$ cat src/rtl/obi_arb2_if.sv
// One OBI link (address phase + response phase) between an initiator and a target.
// Carries no state; the master modport drives the request side, the slave modport answers.
interface obi_arb2_if #(
    parameter int DW = 32
);
    logic          req;
    logic          we;
    logic [3:0]    be;
    logic          req_isr;
    logic [31:0]   addr;
    logic [DW-1:0] wdata;
    logic          gnt;
    logic          rvalid;
    logic [DW-1:0] rdata;
    logic          err;

    modport master (
        output req, we, be, req_isr, addr, wdata,
        input  gnt, rvalid, rdata, err
    );

    modport slave (
        input  req, we, be, req_isr, addr, wdata,
        output gnt, rvalid, rdata, err
    );
endinterface

$ cat src/rtl/obi_arb2.sv
// Two-master OBI arbiter with in-order tag FIFO; request path and response routing are both zero-latency.
// Requests stall (s.req low) once MAX_OUT transactions are outstanding, unless a response frees a slot that cycle.
module obi_arb2_fifo #(
    parameter  int W     = 1,
    parameter  int DEPTH = 4,
    localparam int AW    = (DEPTH > 1) ? $clog2(DEPTH) : 1,
    localparam int CW    = $clog2(DEPTH + 1)
) (
    input  logic          clk,
    input  logic          rst,
    input  logic          push,
    input  logic          pop,
    input  logic [W-1:0]  din,
    output logic [W-1:0]  dout,
    output logic [CW-1:0] count,
    output logic          empty
);
    logic [W-1:0]  mem [DEPTH];
    logic [AW-1:0] wr_ptr;
    logic [AW-1:0] rd_ptr;

    function automatic logic [AW-1:0] ptr_inc(input logic [AW-1:0] p);
        return (p == AW'(DEPTH - 1)) ? '0 : p + AW'(1);
    endfunction

    always_ff @(posedge clk) begin
        if (push) begin
            mem[wr_ptr] <= din;
        end
    end

    always_ff @(posedge clk) begin
        if (rst) begin
            wr_ptr <= '0;
            rd_ptr <= '0;
            count  <= '0;
        end else begin
            if (push) begin
                wr_ptr <= ptr_inc(wr_ptr);
            end
            if (pop) begin
                rd_ptr <= ptr_inc(rd_ptr);
            end
            if (push && !pop) begin
                count <= count + CW'(1);
            end else if (pop && !push) begin
                count <= count - CW'(1);
            end
        end
    end

    assign dout  = mem[rd_ptr];
    assign empty = (count == '0);
endmodule

module obi_arb2 #(
    parameter int DW         = 32,
    parameter int MAX_OUT    = 4,
    parameter bit FIXED_PRIO = 1'b0
) (
    input  logic         clk,
    input  logic         rst,
    obi_arb2_if.slave    m0,
    obi_arb2_if.slave    m1,
    obi_arb2_if.master   s,
    output logic         busy,
    output logic         err_unexp
);
    localparam int CW = $clog2(MAX_OUT + 1);

    typedef enum logic {IDLE, LOCKED} state_t;

    state_t        state, state_nxt;
    logic          owner, owner_nxt;
    logic          rr_ptr, rr_nxt;
    logic          sel;
    logic          sel_req;
    logic          hs;
    logic          blocked;
    logic          head;
    logic          fifo_empty;
    logic          pop;
    logic          rv_ok;
    logic [CW-1:0] out_cnt;

    always_ff @(posedge clk) begin
        if (rst) begin
            state     <= IDLE;
            owner     <= 1'b0;
            rr_ptr    <= 1'b0;
            err_unexp <= 1'b0;
        end else begin
            state  <= state_nxt;
            owner  <= owner_nxt;
            rr_ptr <= rr_nxt;
            if (s.rvalid && fifo_empty) begin
                err_unexp <= 1'b1;
            end
        end
    end

    // A pending, ungranted request pins the owner so its address phase stays stable.
    always_comb begin
        state_nxt = state;
        owner_nxt = owner;
        rr_nxt    = rr_ptr;
        sel       = 1'b0;
        if (state == LOCKED) begin
            sel = owner;
        end else if (m0.req && m1.req) begin
            sel = FIXED_PRIO ? 1'b0 : rr_ptr;
        end else begin
            sel = m1.req;
        end
        sel_req = sel ? m1.req : m0.req;
        s.req   = sel_req & ~blocked & ~rst;
        hs      = s.req & s.gnt;
        case (state)
            IDLE: begin
                if (s.req && !s.gnt) begin
                    state_nxt = LOCKED;
                    owner_nxt = sel;
                end
            end
            LOCKED: begin
                if (hs) begin
                    state_nxt = IDLE;
                end
            end
            default: state_nxt = IDLE;
        endcase
        if (hs) begin
            rr_nxt = ~sel;
        end
    end

    // A response arriving this cycle frees a slot for a same-cycle grant.
    assign blocked = (out_cnt == CW'(MAX_OUT)) & ~s.rvalid;

    assign s.we      = sel ? m1.we      : m0.we;
    assign s.be      = sel ? m1.be      : m0.be;
    assign s.req_isr = sel ? m1.req_isr : m0.req_isr;
    assign s.addr    = sel ? m1.addr    : m0.addr;
    assign s.wdata   = sel ? m1.wdata   : m0.wdata;

    assign m0.gnt = hs & ~sel;
    assign m1.gnt = hs & sel;

    assign pop   = s.rvalid & ~fifo_empty;
    assign rv_ok = pop & ~rst;

    obi_arb2_fifo #(
        .W     (1),
        .DEPTH (MAX_OUT)
    ) u_tags (
        .clk   (clk),
        .rst   (rst),
        .push  (hs),
        .pop   (pop),
        .din   (sel),
        .dout  (head),
        .count (out_cnt),
        .empty (fifo_empty)
    );

    assign m0.rvalid = rv_ok & ~head;
    assign m1.rvalid = rv_ok & head;
    assign m0.err    = s.err & m0.rvalid;
    assign m1.err    = s.err & m1.rvalid;
    assign m0.rdata  = m0.rvalid ? s.rdata : {DW{1'b0}};
    assign m1.rdata  = m1.rvalid ? s.rdata : {DW{1'b0}};

    assign busy = (out_cnt != '0);
endmodule
$ cat src/flat_wrapper.sv
// flat-port wrapper written by rule: the top's interface ports become plain ports
module obi_arb2_flat 
#(
    parameter int DW         = 32,
    parameter int MAX_OUT    = 4,
    parameter bit FIXED_PRIO = 1'b0
)
  (clk, rst, busy, err_unexp, m0_req, m0_we, m0_be, m0_req_isr, m0_addr, m0_wdata, m0_gnt, m0_rvalid, m0_rdata, m0_err, m1_req, m1_we, m1_be, m1_req_isr, m1_addr, m1_wdata, m1_gnt, m1_rvalid, m1_rdata, m1_err, s_req, s_we, s_be, s_req_isr, s_addr, s_wdata, s_gnt, s_rvalid, s_rdata, s_err);
  obi_arb2_if #(.DW(DW)) m0_i ();
  obi_arb2_if #(.DW(DW)) m1_i ();
  obi_arb2_if #(.DW(DW)) s_i ();
  input  logic clk;
  input  logic rst;
  output logic busy;
  output logic err_unexp;
  input wire logic [$bits(m0_i.req)-1:0] m0_req;
  input wire logic [$bits(m0_i.we)-1:0] m0_we;
  input wire logic [$bits(m0_i.be)-1:0] m0_be;
  input wire logic [$bits(m0_i.req_isr)-1:0] m0_req_isr;
  input wire logic [$bits(m0_i.addr)-1:0] m0_addr;
  input wire logic [$bits(m0_i.wdata)-1:0] m0_wdata;
  output wire logic [$bits(m0_i.gnt)-1:0] m0_gnt;
  output wire logic [$bits(m0_i.rvalid)-1:0] m0_rvalid;
  output wire logic [$bits(m0_i.rdata)-1:0] m0_rdata;
  output wire logic [$bits(m0_i.err)-1:0] m0_err;
  input wire logic [$bits(m1_i.req)-1:0] m1_req;
  input wire logic [$bits(m1_i.we)-1:0] m1_we;
  input wire logic [$bits(m1_i.be)-1:0] m1_be;
  input wire logic [$bits(m1_i.req_isr)-1:0] m1_req_isr;
  input wire logic [$bits(m1_i.addr)-1:0] m1_addr;
  input wire logic [$bits(m1_i.wdata)-1:0] m1_wdata;
  output wire logic [$bits(m1_i.gnt)-1:0] m1_gnt;
  output wire logic [$bits(m1_i.rvalid)-1:0] m1_rvalid;
  output wire logic [$bits(m1_i.rdata)-1:0] m1_rdata;
  output wire logic [$bits(m1_i.err)-1:0] m1_err;
  output wire logic [$bits(s_i.req)-1:0] s_req;
  output wire logic [$bits(s_i.we)-1:0] s_we;
  output wire logic [$bits(s_i.be)-1:0] s_be;
  output wire logic [$bits(s_i.req_isr)-1:0] s_req_isr;
  output wire logic [$bits(s_i.addr)-1:0] s_addr;
  output wire logic [$bits(s_i.wdata)-1:0] s_wdata;
  input wire logic [$bits(s_i.gnt)-1:0] s_gnt;
  input wire logic [$bits(s_i.rvalid)-1:0] s_rvalid;
  input wire logic [$bits(s_i.rdata)-1:0] s_rdata;
  input wire logic [$bits(s_i.err)-1:0] s_err;
  assign m0_i.req = m0_req;
  assign m0_i.we = m0_we;
  assign m0_i.be = m0_be;
  assign m0_i.req_isr = m0_req_isr;
  assign m0_i.addr = m0_addr;
  assign m0_i.wdata = m0_wdata;
  assign m0_gnt = m0_i.gnt;
  assign m0_rvalid = m0_i.rvalid;
  assign m0_rdata = m0_i.rdata;
  assign m0_err = m0_i.err;
  assign m1_i.req = m1_req;
  assign m1_i.we = m1_we;
  assign m1_i.be = m1_be;
  assign m1_i.req_isr = m1_req_isr;
  assign m1_i.addr = m1_addr;
  assign m1_i.wdata = m1_wdata;
  assign m1_gnt = m1_i.gnt;
  assign m1_rvalid = m1_i.rvalid;
  assign m1_rdata = m1_i.rdata;
  assign m1_err = m1_i.err;
  assign s_req = s_i.req;
  assign s_we = s_i.we;
  assign s_be = s_i.be;
  assign s_req_isr = s_i.req_isr;
  assign s_addr = s_i.addr;
  assign s_wdata = s_i.wdata;
  assign s_i.gnt = s_gnt;
  assign s_i.rvalid = s_rvalid;
  assign s_i.rdata = s_rdata;
  assign s_i.err = s_err;
  obi_arb2 #(.DW(DW), .MAX_OUT(MAX_OUT), .FIXED_PRIO(FIXED_PRIO)) u_core (.clk(clk), .rst(rst), .m0(m0_i), .m1(m1_i), .s(s_i), .busy(busy), .err_unexp(err_unexp));
endmodule
$ cat config.mk
export PLATFORM = sky130hd
export DESIGN_NAME = obi_arb2_flat
export DESIGN_NICKNAME = d
export VERILOG_FILES = /design/src/rtl/obi_arb2_if.sv /design/src/rtl/obi_arb2.sv /design/src/flat_wrapper.sv
export SDC_FILE = /design/constraint.sdc
export NUM_CORES = 1
export LEC_CHECK = 0
export CORE_AREA = 8 8 120 122
export DETAILED_ROUTE_END_ITERATION = 10
export DIE_AREA = 0 0 128 130
export GPL_ROUTABILITY_DRIVEN = 0
export PLACE_DENSITY = 0.66
export SLEW_MARGIN = 20
export SYNTH_ARGS = -nofsm -noshare
export SYNTH_HDL_FRONTEND = slang
export SYNTH_SLANG_ARGS = --single-unit
$ cat constraint.sdc
create_clock -name clk -period 3.6 [get_ports clk]
set_clock_uncertainty 0.05 [all_clocks]
set_input_delay 0.72 -clock clk [delete_from_list [all_inputs] [get_ports clk]]
set_output_delay 0.72 -clock clk [all_outputs]
set_load 0.03 [all_outputs]
* Word-level counts from Yosys, hierarchy flattened *
Memory sizes are Yosys's and may differ from the RTL's. A register that Yosys moved wholly into a read port is not among the register bits.
Cells that the tools add are included.

operators by class
  equal/unequal tests = 3
  $add $sub $neg = 4
  bitwise operators = 19
  multiplexer cells = 21
  reduce and logical (&&, ||, !) cells = 12

operator list
  operator                                          count
  two-way mux 32 bit                                4
  bitwise AND 1 bit                                 12
  two-way mux 1 bit                                 9
  two-way mux 2 bit                                 4
  inverter 1 bit                                    7
  two-way mux 3 bit                                 2
  logical AND 1 bit                                 5
  adder 2 x 1 -> 2 bit, second input constant       2
  == test 2 bit, second input constant              2
  two-way mux 4 bit                                 1
  adder 3 x 1 -> 3 bit, second input constant       1
  == test 3 bit, second input constant              1
  logical NOT 1 bit                                 3
  logical NOT 3 bit                                 1
  nonzero test 3 bit                                1
  subtractor 3 x 1 -> 3 bit, second input constant  1
  one-hot mux 1 bit (2 select lines)                1
  AND reduction 2 bit                               1
  nonzero test 2 bit                                1

storage, ports and cells
  memory bits (writable) = 4
  bits of input ports = 179
  memories = 1
  bits in registers = 11
  word-level logic and storage cells = 67

memory list
  memory             words  width  rd ports  clocked after Yosys merged registers in  wr ports  RTL line        text
  u_core.u_tags.mem  4      1      1         1                                        1         obi_arb2.sv:18  logic [W-1:0] mem [DEPTH];

* Depth between registers and ports, before layout *
Gate-level depths: netlist (run 1).

  depth in word-level cells = 11
  depth in mapped cells = 9

* By module *
From an unflattened synthesis (run 1), not the netlist that was laid out.

unflattened totals
  cells, all modules = 234
  area total of the unflattened synthesis = 2198.4 µm²

by module, submodules not included
  module         times used  area an instance (µm²)  seq. area each (µm²)  cells an instance
  obi_arb2       1           1622.8                  80.1                  186
  obi_arb2_fifo  1           575.6                   300.3                 48

* Least setup slack after synthesis (run 1) *
OpenSTA, ideal clock, no wires.

  path kind = in2out
  start point = in m1_req
  end point = out s_req
  arrival = 1827 ps
  cell stages on the path = 3
  data required time = 2830 ps
  buffers on the path = 0
  setup slack = 1003 ps
  cells stage by stage = nor2b_2 o31ai_4 nor3b_1

between the ends
  word-level cells in the longest chain between the ends = 6

RTL lines
  what                               RTL line            text
  from (decl)                        flat_wrapper.sv:26  input wire logic [$bits(m1_i.req)-1:0] m1_req;
  logical AND 1 bit                  obi_arb2.sv:110     end else if (m0.req && m1.req) begin
  two-way mux 1 bit                  obi_arb2.sv:110
  two-way mux 1 bit                  obi_arb2.sv:108     if (state == LOCKED) begin
  two-way mux 1 bit *                obi_arb2.sv:115     sel_req = sel ? m1.req : m0.req;
  bitwise AND 1 bit * (2 in series)  obi_arb2.sv:116     s.req = sel_req & ~blocked & ~rst;
  to (decl)                          flat_wrapper.sv:36  output wire logic [$bits(s_i.req)-1:0] s_req;

Every way passes the cells marked *; elsewhere a longest branch is shown, timed or not.

* Worst setup path after layout (run 1) *
  start point = in m1_req
  end point = out s_req_isr

between the ends
  word-level cells in the longest chain between the ends = 4

RTL lines
  what                 RTL line            text
  logical AND 1 bit    obi_arb2.sv:110
  two-way mux 1 bit *  obi_arb2.sv:110
  two-way mux 1 bit *  obi_arb2.sv:108
  two-way mux 1 bit *  obi_arb2.sv:142     assign s.req_isr = sel ? m1.req_isr : m0.req_isr;
  to (decl)            flat_wrapper.sv:39  output wire logic [$bits(s_i.req_isr)-1:0] s_req_isr;

Marks and branches as above.

==> results of run 1 <==
==> layer usage <==
metal | share of wire (%) | global-route usage [%] | vias up
met3 | 12 | 6.85 | 11
met5 | 0 | 0 | -
met2 | 54 | 28.3 | 179
met1 | 32 | 13.2 | 1402
met4 | 1.9 | 4.41 | 0
li1 | - | - | 1525
==> placed cells by master, fill, tap and decap left out, types with 2 or more instances in the layout <==
master,instances
sky130_fd_sc_hd__o31ai_1,2
sky130_fd_sc_hd__inv_1,5
sky130_fd_sc_hd__clkdlybuf4s50_1,188
sky130_fd_sc_hd__and2_2,4
sky130_fd_sc_hd__nor2_1,4
sky130_fd_sc_hd__dlymetal6s2s_1,37
sky130_fd_sc_hd__and3_1,66
sky130_fd_sc_hd__mux2_1,4
sky130_fd_sc_hd__diode_2,2
sky130_fd_sc_hd__ha_1,6
sky130_fd_sc_hd__dfxtp_1,13
sky130_fd_sc_hd__mux2_2,67
sky130_fd_sc_hd__nor3_1,2
sky130_fd_sc_hd__or3_1,2
sky130_fd_sc_hd__xor2_1,2
sky130_fd_sc_hd__buf_4,103
sky130_fd_sc_hd__nand2_1,5
sky130_fd_sc_hd__buf_12,5
sky130_fd_sc_hd__a21oi_1,6
sky130_fd_sc_hd__nand3_1,2
sky130_fd_sc_hd__clkbuf_16,3
sky130_fd_sc_hd__or4_1,2
sky130_fd_sc_hd__nand2_2,2
sky130_fd_sc_hd__edfxtp_1,4
sky130_fd_sc_hd__mux2i_1,2
==> report_power, final <==
group	leakage, uW	total, uW	switching, uW	internal (uW)
Sequential	0.000144	281	41.9	239
Clock	0.0000409	224	75.6	149
Combinational	0.00266	1460	791	668
Total	0.00285	1960	909	1060
==> worst min path at each step <==
stage	cells past startpoint	from	endpoint	slack [ps]
2_1_floorplan	2	u_core.u_tags.rd_ptr[1]	register	400
3_3_place_gp	2	u_core.err_unexp	u_core.err_unexp	410
3_5_place_dp	2	u_core.err_unexp	u_core.err_unexp	440
4_1_cts	2	u_core.u_tags.rd_ptr[1]	register	450
5_1_grt	2	u_core.u_tags.rd_ptr[1]	register	460
6_report	2	u_core.err_unexp	u_core.err_unexp	430
==> worst register-to-register path: cells and delay by family (launching register included) <==
kind            cells  cell delay, ps
simple gates        3             720
fa+ha+maj           2             650
flops               1             450
compound gates      2             280
xor+xnor            1             180
buf+inv             1              70
==> per-stage QoR <==
| stage | setup slack [ps] | instances | utilization (%) | power [uW] |
|---|---|---|---|---|
| 5_1_grt | 10.9 | 732 | 45.3 | 2080 |
| 6_report | 76.5 | 732 | 45.3 | 1960 |
| 4_1_cts | 3.94 | 730 | 44.5 | 2000 |
| 2_1_floorplan | 1000 | 242 | - | 1130 |
| 3_3_place_gp | 66.2 | 726 | 43.8 | 1740 |
| 3_5_place_dp | 9.74 | 726 | 43.8 | 1760 |
==> cell type report <==
| cell class | instances | share of cell area (%) |
|---|---|---|
| antenna | 2 | 0.0890 |
| timing repair buffer | 333 | 57.3 |
| tap | 172 | 3.83 |
| clock buffer | 3 | 1.34 |
| sequential | 17 | 6.77 |
| clock inverter | 1 | 0.0890 |
| multi-input combinational | 198 | 30.2 |
| inverter | 6 | 0.401 |
==> cells by family (layout without fill, tap and decap cells) <==
family / after synthesis / count (layout) / synth area share [%]
simple gates: 99 / 99 / 28.5
fa+ha+maj: 7 / 7 / 4.30
mux: 74 / 74 / 37.7
other cells: 0 / 2 / 0
flops: 17 / 17 / 17.2
compound gates: 16 / 16 / 5.55
xor+xnor: 2 / 2 / 0.792
buf+inv: 27 / 343 / 5.94
==> metrics.log, run 1 <==
[metrics] cell depth of the worst flop-to-flop path: 9
[metrics] number of placed I/O pins: 322
[metrics] number of nets produced by synthesis: 428
[metrics] CP Buf/Inv Count: 3
[metrics] TritonCTS clock tree: built
[metrics] number of fill cells: 1,192
[metrics] Rel. slew slack: 68.1%
[metrics] Detailed Route WL: 13,400 um
[metrics] unique cell type count in the Yosys netlist: 43
[metrics] area taken by multi-input logic gates: 0.00170 sq mm
[metrics] minimum clock period after layout: 3520 ps
[metrics] kind of cell adding the most delay to the critical path: buffers and inverters
[metrics] residual DRC count: 0
[metrics] kind of critical path: in2out
[metrics] number of antenna violations at the first check in global routing: 2
[metrics] RSZ-0062 raised after global routing: no
[metrics] Finish-stage setup viols: 0
[metrics] stage delay of the slowest cell on the critical path: 600 ps
[metrics] number of max-cap violations: 0
[metrics] number of standard cells after synthesis: 242
[metrics] H-tree lvl count: 1
[metrics] Sequential Area: 380 sq um
[metrics] worst-path cell chain: clkdlybuf4s50_1, nor2b_2, o21ai_2, nand2_2, buf_4, mux2_1, clkdlybuf4s50_1
[metrics] Post-DP HPWL: 12,000 um
[metrics] area leader, netlist: sky130_fd_sc_hd__mux2_2
[metrics] top cell types by occurrence after synthesis: sky130_fd_sc_hd__mux2_2, sky130_fd_sc_hd__and3_1, sky130_fd_sc_hd__dfxtp_1
[metrics] maximum VDD drop: 155 uV
[metrics] height of the die: 130 um
[metrics] final slew viol count: 0
[metrics] wire length of the first global-routing pass: 19,000 um
[metrics] power density over the cells: 350 mW/mm^2
[metrics] start point of the critical path: m1_req
[metrics] Critical Path End Type: output pin
[metrics] layout cells sized above 1: 34.9%
[metrics] Synth Register Bits: 17
[metrics] antenna viol nets, final: 0
[metrics] area share of the largest cell type after synthesis: 34.1%
[metrics] placeable core region: 0.0124 sq mm
[metrics] Critical Path RT: 2830 ps
[metrics] largest net degree at the start of global routing: 67
[metrics] via count normalized by instance count: 4.26
[metrics] final-report hold violation count: 0
[metrics] average cell area after synthesis: 9.14 sq um
[metrics] achievable clock frequency: 284 MHz
[metrics] yosys synthesis warning count: 0
[metrics] site row count: 41
[metrics] die boundary width: 128 um
[metrics] cell chosen for the clock root: sky130_fd_sc_hd__clkbuf_16
[metrics] Die Area: 0.0166 sq mm
[metrics] leakage power: 0.00285 uW
[metrics] number of buffers inserted by post-CTS setup repair: 0
[metrics] flop-to-flop setup slack: 1140 ps
[metrics] number of enable flip-flop cells after synthesis: 4
[metrics] clock transition at the registers of the reported paths: 50 ps
[metrics] share of the yosys chip area belonging to registers: 17.2%
[metrics] Area contributors post-synth: sky130_fd_sc_hd__mux2_2, sky130_fd_sc_hd__and3_1, sky130_fd_sc_hd__dfxtp_1
[metrics] summed instance area of the synthesized netlist: 0.00221 sq mm
[metrics] CTS hold repair buffers: 0
[metrics] Worst Setup EP: s_req_isr
[metrics] number of design-rule violations left by the first detailed-router iteration: 38
[metrics] Hold Worst Slack: 430 ps
[metrics] most frequently used cell type in the post-synthesis netlist: sky130_fd_sc_hd__mux2_2
[metrics] starting density of the core: 17.8%
[metrics] global route overflow: 0
[metrics] result of the run: finished clean
[metrics] mean routed wirelength per cell: 18.3 um
[metrics] Port-buffer cells: 321
[metrics] number of buffers inserted during clock tree synthesis: 3
[metrics] Post-synth ARST share: 0%
[metrics] Arrival @ worst endpoint: 2750 ps
[metrics] critical path peak fanout: 15
[metrics] first-pass iteration count of the detailed router: 4
[metrics] most repeated library cell on the critical path: sky130_fd_sc_hd__clkdlybuf4s50_1
[metrics] worst min-delay path category: reg2reg
[metrics] element type at the critical path start: input port
[metrics] PostCTS Resize Cnt: 0
[metrics] total negative slack: 0 ps
[metrics] number of stages on the worst setup path: 7
[metrics] total track usage: 14.6%
[metrics] area growth from synthesis to final layout: 154%
[metrics] Design Area, Final: 0.00562 sq mm
[metrics] Critical Path Slowest Stage Cell: sky130_fd_sc_hd__clkdlybuf4s50_1
[metrics] transition time of the tightest slew-check pin: 477 ps
[metrics] cell area reported after detailed placement: 0.00544 sq mm
[metrics] via count of the first global-routing pass: 3,300
[metrics] number of nets in the layout: 745
[metrics] largest buffer count on any clock path: 2
[metrics] overall via count from detail_route: 3,117
[metrics] clk_lat worst skew: 250 ps
[metrics] Final period util: 97.9%
[metrics] number of sinks handled by clock tree synthesis: 17
[metrics] endpoint of the most critical register-to-register path: u_core.u_tags.count[2]
[metrics] primary flip-flop cell chosen by synthesis mapping: sky130_fd_sc_hd__dfxtp_1
(Power assumes the default switching activity.)
==> inputs of run 2 (changes only) <==
--- a/config.mk
+++ b/config.mk
@@ -5,12 +5,13 @@
 export SDC_FILE = /design/constraint.sdc
 export NUM_CORES = 1
 export LEC_CHECK = 0
-export CORE_AREA = 8 8 120 122
+export CORE_AREA = 8 8 119 121
 export DETAILED_ROUTE_END_ITERATION = 10
-export DIE_AREA = 0 0 128 130
+export DIE_AREA = 0 0 127 129
 export GPL_ROUTABILITY_DRIVEN = 0
-export PLACE_DENSITY = 0.66
+export PLACE_DENSITY = 0.67
 export SLEW_MARGIN = 20
 export SYNTH_ARGS = -nofsm -noshare
 export SYNTH_HDL_FRONTEND = slang
+export SYNTH_HIERARCHICAL = 1
 export SYNTH_SLANG_ARGS = --single-unit
==> run 2 against run 1 <==
Against the previous run:
- synthesized cell count down 3.3%
- combinational power decreased by 15%
- setup slack gained 57 ps
- sequential cell count did not move
- critical path type unchanged
- final cell count fell by 4.0%
- die area is 1.5% lower
- sequential share of layout area increased by 0.20 points
- first-iteration DRC count unchanged
==> metrics.log, run 2 <==
[metrics] result of the run: finished clean
[metrics] fraction of the core area covered by cells at the end of the flow: 44.3% (-0.93 points)
[metrics] wire length of the first global-routing pass: 19,100 um (+0.33%)
[metrics] yosys synthesis warning count: 6 (+6)
[metrics] maximum VDD drop: 146 uV (-5.9%)
[metrics] minimum clock period after layout: 3470 ps (-56.6 ps)
[metrics] achievable clock frequency: 288 MHz (+1.6%)
[metrics] share of the yosys chip area belonging to registers: 17.3% (+0.098 points)
[metrics] final-report hold violation count: 0 (unchanged)
[metrics] Final period util: 96.3% (-1.6 points)
[metrics] Worst Min Path Start: u_core/err_unexp
[metrics] total track usage: 15.2% (+0.60 points)
[metrics] summed instance area of the synthesized netlist: 0.00220 sq mm (-0.57%)
[metrics] top cell types by occurrence after synthesis: sky130_fd_sc_hd__and2_1, sky130_fd_sc_hd__mux2_2, sky130_fd_sc_hd__dfxtp_1
[metrics] Synth Register Bits: 17 (unchanged)
[metrics] transition time of the tightest slew-check pin: 395 ps (-81.6 ps)
[metrics] number of antenna violations at the first check in global routing: 1 (-1)
[metrics] Finish-stage setup viols: 0 (unchanged)
[metrics] Port-buffer cells: 321 (unchanged)
[metrics] via count normalized by instance count: 4.25 (-0.22%)
[metrics] leading cell type in the layout, fill and taps excluded: sky130_fd_sc_hd__clkdlybuf4s50_1
[metrics] GR Util met3: 8.11% (+1.3 points)
[metrics] hold path depth: 2 (unchanged)
[metrics] power density over the cells: 318 mW/mm^2 (-9.0%)
[metrics] number of design-rule violations left by the first detailed-router iteration: 38 (unchanged)
[metrics] stage delay of the slowest cell on the critical path: 520 ps (-80 ps)
[metrics] leading cell types in the layout, fill and taps excluded: sky130_fd_sc_hd__clkdlybuf4s50_1, sky130_fd_sc_hd__buf_4, sky130_fd_sc_hd__and2_1, sky130_fd_sc_hd__mux2_2, sky130_fd_sc_hd__dlygate4sd2_1
[metrics] area leader, netlist: sky130_fd_sc_hd__mux2_2
[metrics] endpoint of the most critical register-to-register path: u_core/u_tags/count[2]
[metrics] kind of cell adding the most delay to the critical path: buffers and inverters
[metrics] number of placed I/O pins: 322 (unchanged)
[metrics] global route overflow: 0 (unchanged)
[metrics] starting density of the core: 17.9% (+0.047 points)
[metrics] CTS hold repair buffers: 0 (unchanged)
[metrics] met1 track utilization from global routing: 12.7% (-0.51 points)
[metrics] antenna fix cells: 0 (-2)
[metrics] worst-path cell chain: clkdlybuf4s50_1, nor2b_4, nor3b_2, a21oi_4, buf_12, mux2_2, dlygate4sd2_1
[metrics] unique cell type count in the Yosys netlist: 34 (-21%)
[metrics] Post-synth ARST share: 0% (unchanged)
[metrics] area share of the largest cell type after synthesis: 35.9% (+1.7 points)
[metrics] cell chosen for the clock root: sky130_fd_sc_hd__clkbuf_16
[metrics] pre-CTS WS: -43.3 ps (-53.0 ps)
[metrics] Critical Path End Type: output pin
[metrics] Critical Path Slowest Stage Cell: sky130_fd_sc_hd__clkdlybuf4s50_1
[metrics] area growth from synthesis to final layout: 148%
[metrics] Arrival @ worst endpoint: 2700 ps (-50 ps)
[metrics] Die Area: 0.0164 sq mm (-1.5%)
[metrics] element type at the critical path start: input port
[metrics] final slew viol count: 0 (unchanged)
[metrics] via count of the first global-routing pass: 3,267 (-1.0%)
[metrics] TritonCTS clock tree: built
[metrics] number of max-cap violations: 0 (unchanged)
[metrics] met2 track demand over resource: 30.8% (+2.5 points)
[metrics] primary flip-flop cell chosen by synthesis mapping: sky130_fd_sc_hd__dfxtp_1
[metrics] number of sinks handled by clock tree synthesis: 17 (unchanged)
[metrics] residual DRC count: 0 (unchanged)
[metrics] Rel. slew slack: 73.5% (+5.4 points)
[metrics] Post-DP HPWL: 12,300 um (+2.9%)
[metrics] largest buffer count on any clock path: 2 (unchanged)
[metrics] clk_lat worst skew: 250 ps (about the same)
[metrics] flop-to-flop setup slack: 1240 ps (+100 ps)
[metrics] antenna viol nets, final: 0 (unchanged)
[metrics] largest net degree at the start of global routing: 35 (-48%)
[metrics] Crit Reg-Reg Startpoint: u_core/u_tags/count[0]
[metrics] number of nets produced by synthesis: 420 (-1.9%)
[metrics] clock transition at the registers of the reported paths: 50 ps (about the same)
[metrics] number of standard cells after synthesis: 234 (-3.3%)
[metrics] CP Buf/Inv Count: 3 (unchanged)
[metrics] average cell area after synthesis: 9.39 sq um (+2.8%)
[metrics] leakage power: 0.00251 uW (-12%)
[metrics] critical path peak fanout: 46 (+31)
[metrics] worst min-delay path category: reg2reg
[metrics] RSZ-0062 raised after global routing: no
[metrics] Area contributors post-synth: sky130_fd_sc_hd__mux2_2, sky130_fd_sc_hd__and2_1, sky130_fd_sc_hd__dfxtp_1
[metrics] Critical Path RT: 2830 ps (about the same)
[metrics] die boundary width: 127 um (-0.78%)
[metrics] cell depth of the worst flop-to-flop path: 9 (unchanged)
[metrics] layout cells sized above 1: 34.2% (-0.77 points)
[metrics] number of enable flip-flop cells after synthesis: 4 (unchanged)
[metrics] number of buffers inserted during clock tree synthesis: 3 (unchanged)
[metrics] height of the die: 129 um (-0.77%)
[metrics] number of nets in the layout: 740 (-0.67%)
[metrics] Detailed Route WL: 13,500 um (+0.48%)
[metrics] total negative slack: 0 ps (unchanged)
[metrics] H-tree lvl count: 1 (unchanged)
[metrics] layer carrying the most global-route usage: met2
[metrics] most frequently used cell type in the post-synthesis netlist: sky130_fd_sc_hd__and2_1
[metrics] first-pass iteration count of the detailed router: 4 (unchanged)
[metrics] overall via count from detail_route: 2,987 (-4.2%)
[metrics] placeable core region: 0.0123 sq mm (-0.83%)
[metrics] kind of critical path: in2out
[metrics] mean routed wirelength per cell: 19.2 um (+4.6%)
[metrics] site row count: 41 (unchanged)
[metrics] post-route setup slack: 133 ps (+56.6 ps)
[metrics] capture endpoint of the worst hold path: u_core/err_unexp
## run 2: logic make-up (layout without fill, tap and decap cells)
group	count (synthesis)	in the layout	share of synthesized area [%]
adders and majority gates	7	7	4.33
muxes	76	76	39.2
xor gates and xnor gates	2	2	0.797
and+or+nand+nor	104	104	29.9
DFF	17	17	17.3
buffers and inverters	19	338	5.69
AOI/OAI and AO/OA	9	9	2.85
## run 2: power by group
group          switching, uW  internal [uW]  leakage, uW
Combinational            638            604      0.00233
Clock                   71.8            149    0.0000409
Sequential              41.9            233     0.000143
## run 2: worst max-delay path by stage
stage | start | endpoint | depth (start not counted)
floorplan | m0_req | m1_gnt | 5
global placement | m0_req | s_addr[29] | 7
detailed placement | m0_req | s_wdata[8] | 7
CTS | m0_req | s_wdata[25] | 7
global route | m0_req | s_addr[29] | 7
finish | m0_req | s_wdata[9] | 7
## run 2: repair_timing
action	in CTS	in global routing
setup buffers	0	0
setup endpoints to repair	21	32
resized for setup	21	17
## run 2: layout make-up
| cell class | count | area, sq um |
|---|---|---|
| fill | 1193 | 6850 |
| timing repair buffer | 329 | 3100 |
| multi-input combinational | 198 | 1690 |
| sequential | 17 | 380 |
| tap | 150 | 188 |
| clock buffer | 3 | 75.1 |
| inverter | 5 | 18.8 |
| clock inverter | 1 | 5.00 |
## run 2: worst reg2reg max path, cell delays in order, from the launching register on
cell and delay, ps:
sky130_fd_sc_hd__dfxtp_1 470, sky130_fd_sc_hd__nor4b_4 120, sky130_fd_sc_hd__nor3_1 210, sky130_fd_sc_hd__and3_1 220, sky130_fd_sc_hd__ha_1 180, sky130_fd_sc_hd__inv_1 60
sky130_fd_sc_hd__fa_1 370, sky130_fd_sc_hd__xor2_1 170, sky130_fd_sc_hd__or3_1 300, sky130_fd_sc_hd__a21oi_1 140
## run 2: routing by layer
| layer | vias up | wire length (um) | part of all wire [%] |
|---|---|---|---|
| met5 | - | 13 | 0.096 |
| met4 | 2 | 142 | 1.1 |
| met3 | 11 | 1880 | 14 |
| met2 | 194 | 7200 | 53 |
| met1 | 1331 | 4240 | 31 |
| li1 | 1449 | - | - |
## run 2: stage by stage
stage	cells	cell area (sq um)	hold slack (ps)	total power, uW
after floorplan	234	2200	424	984
after global placement	700	5370	407	1540
after detailed placement	700	5370	406	1560
after CTS	704	5420	420	1770
after global routing	703	5460	461	1840
final	703	5460	413	1740
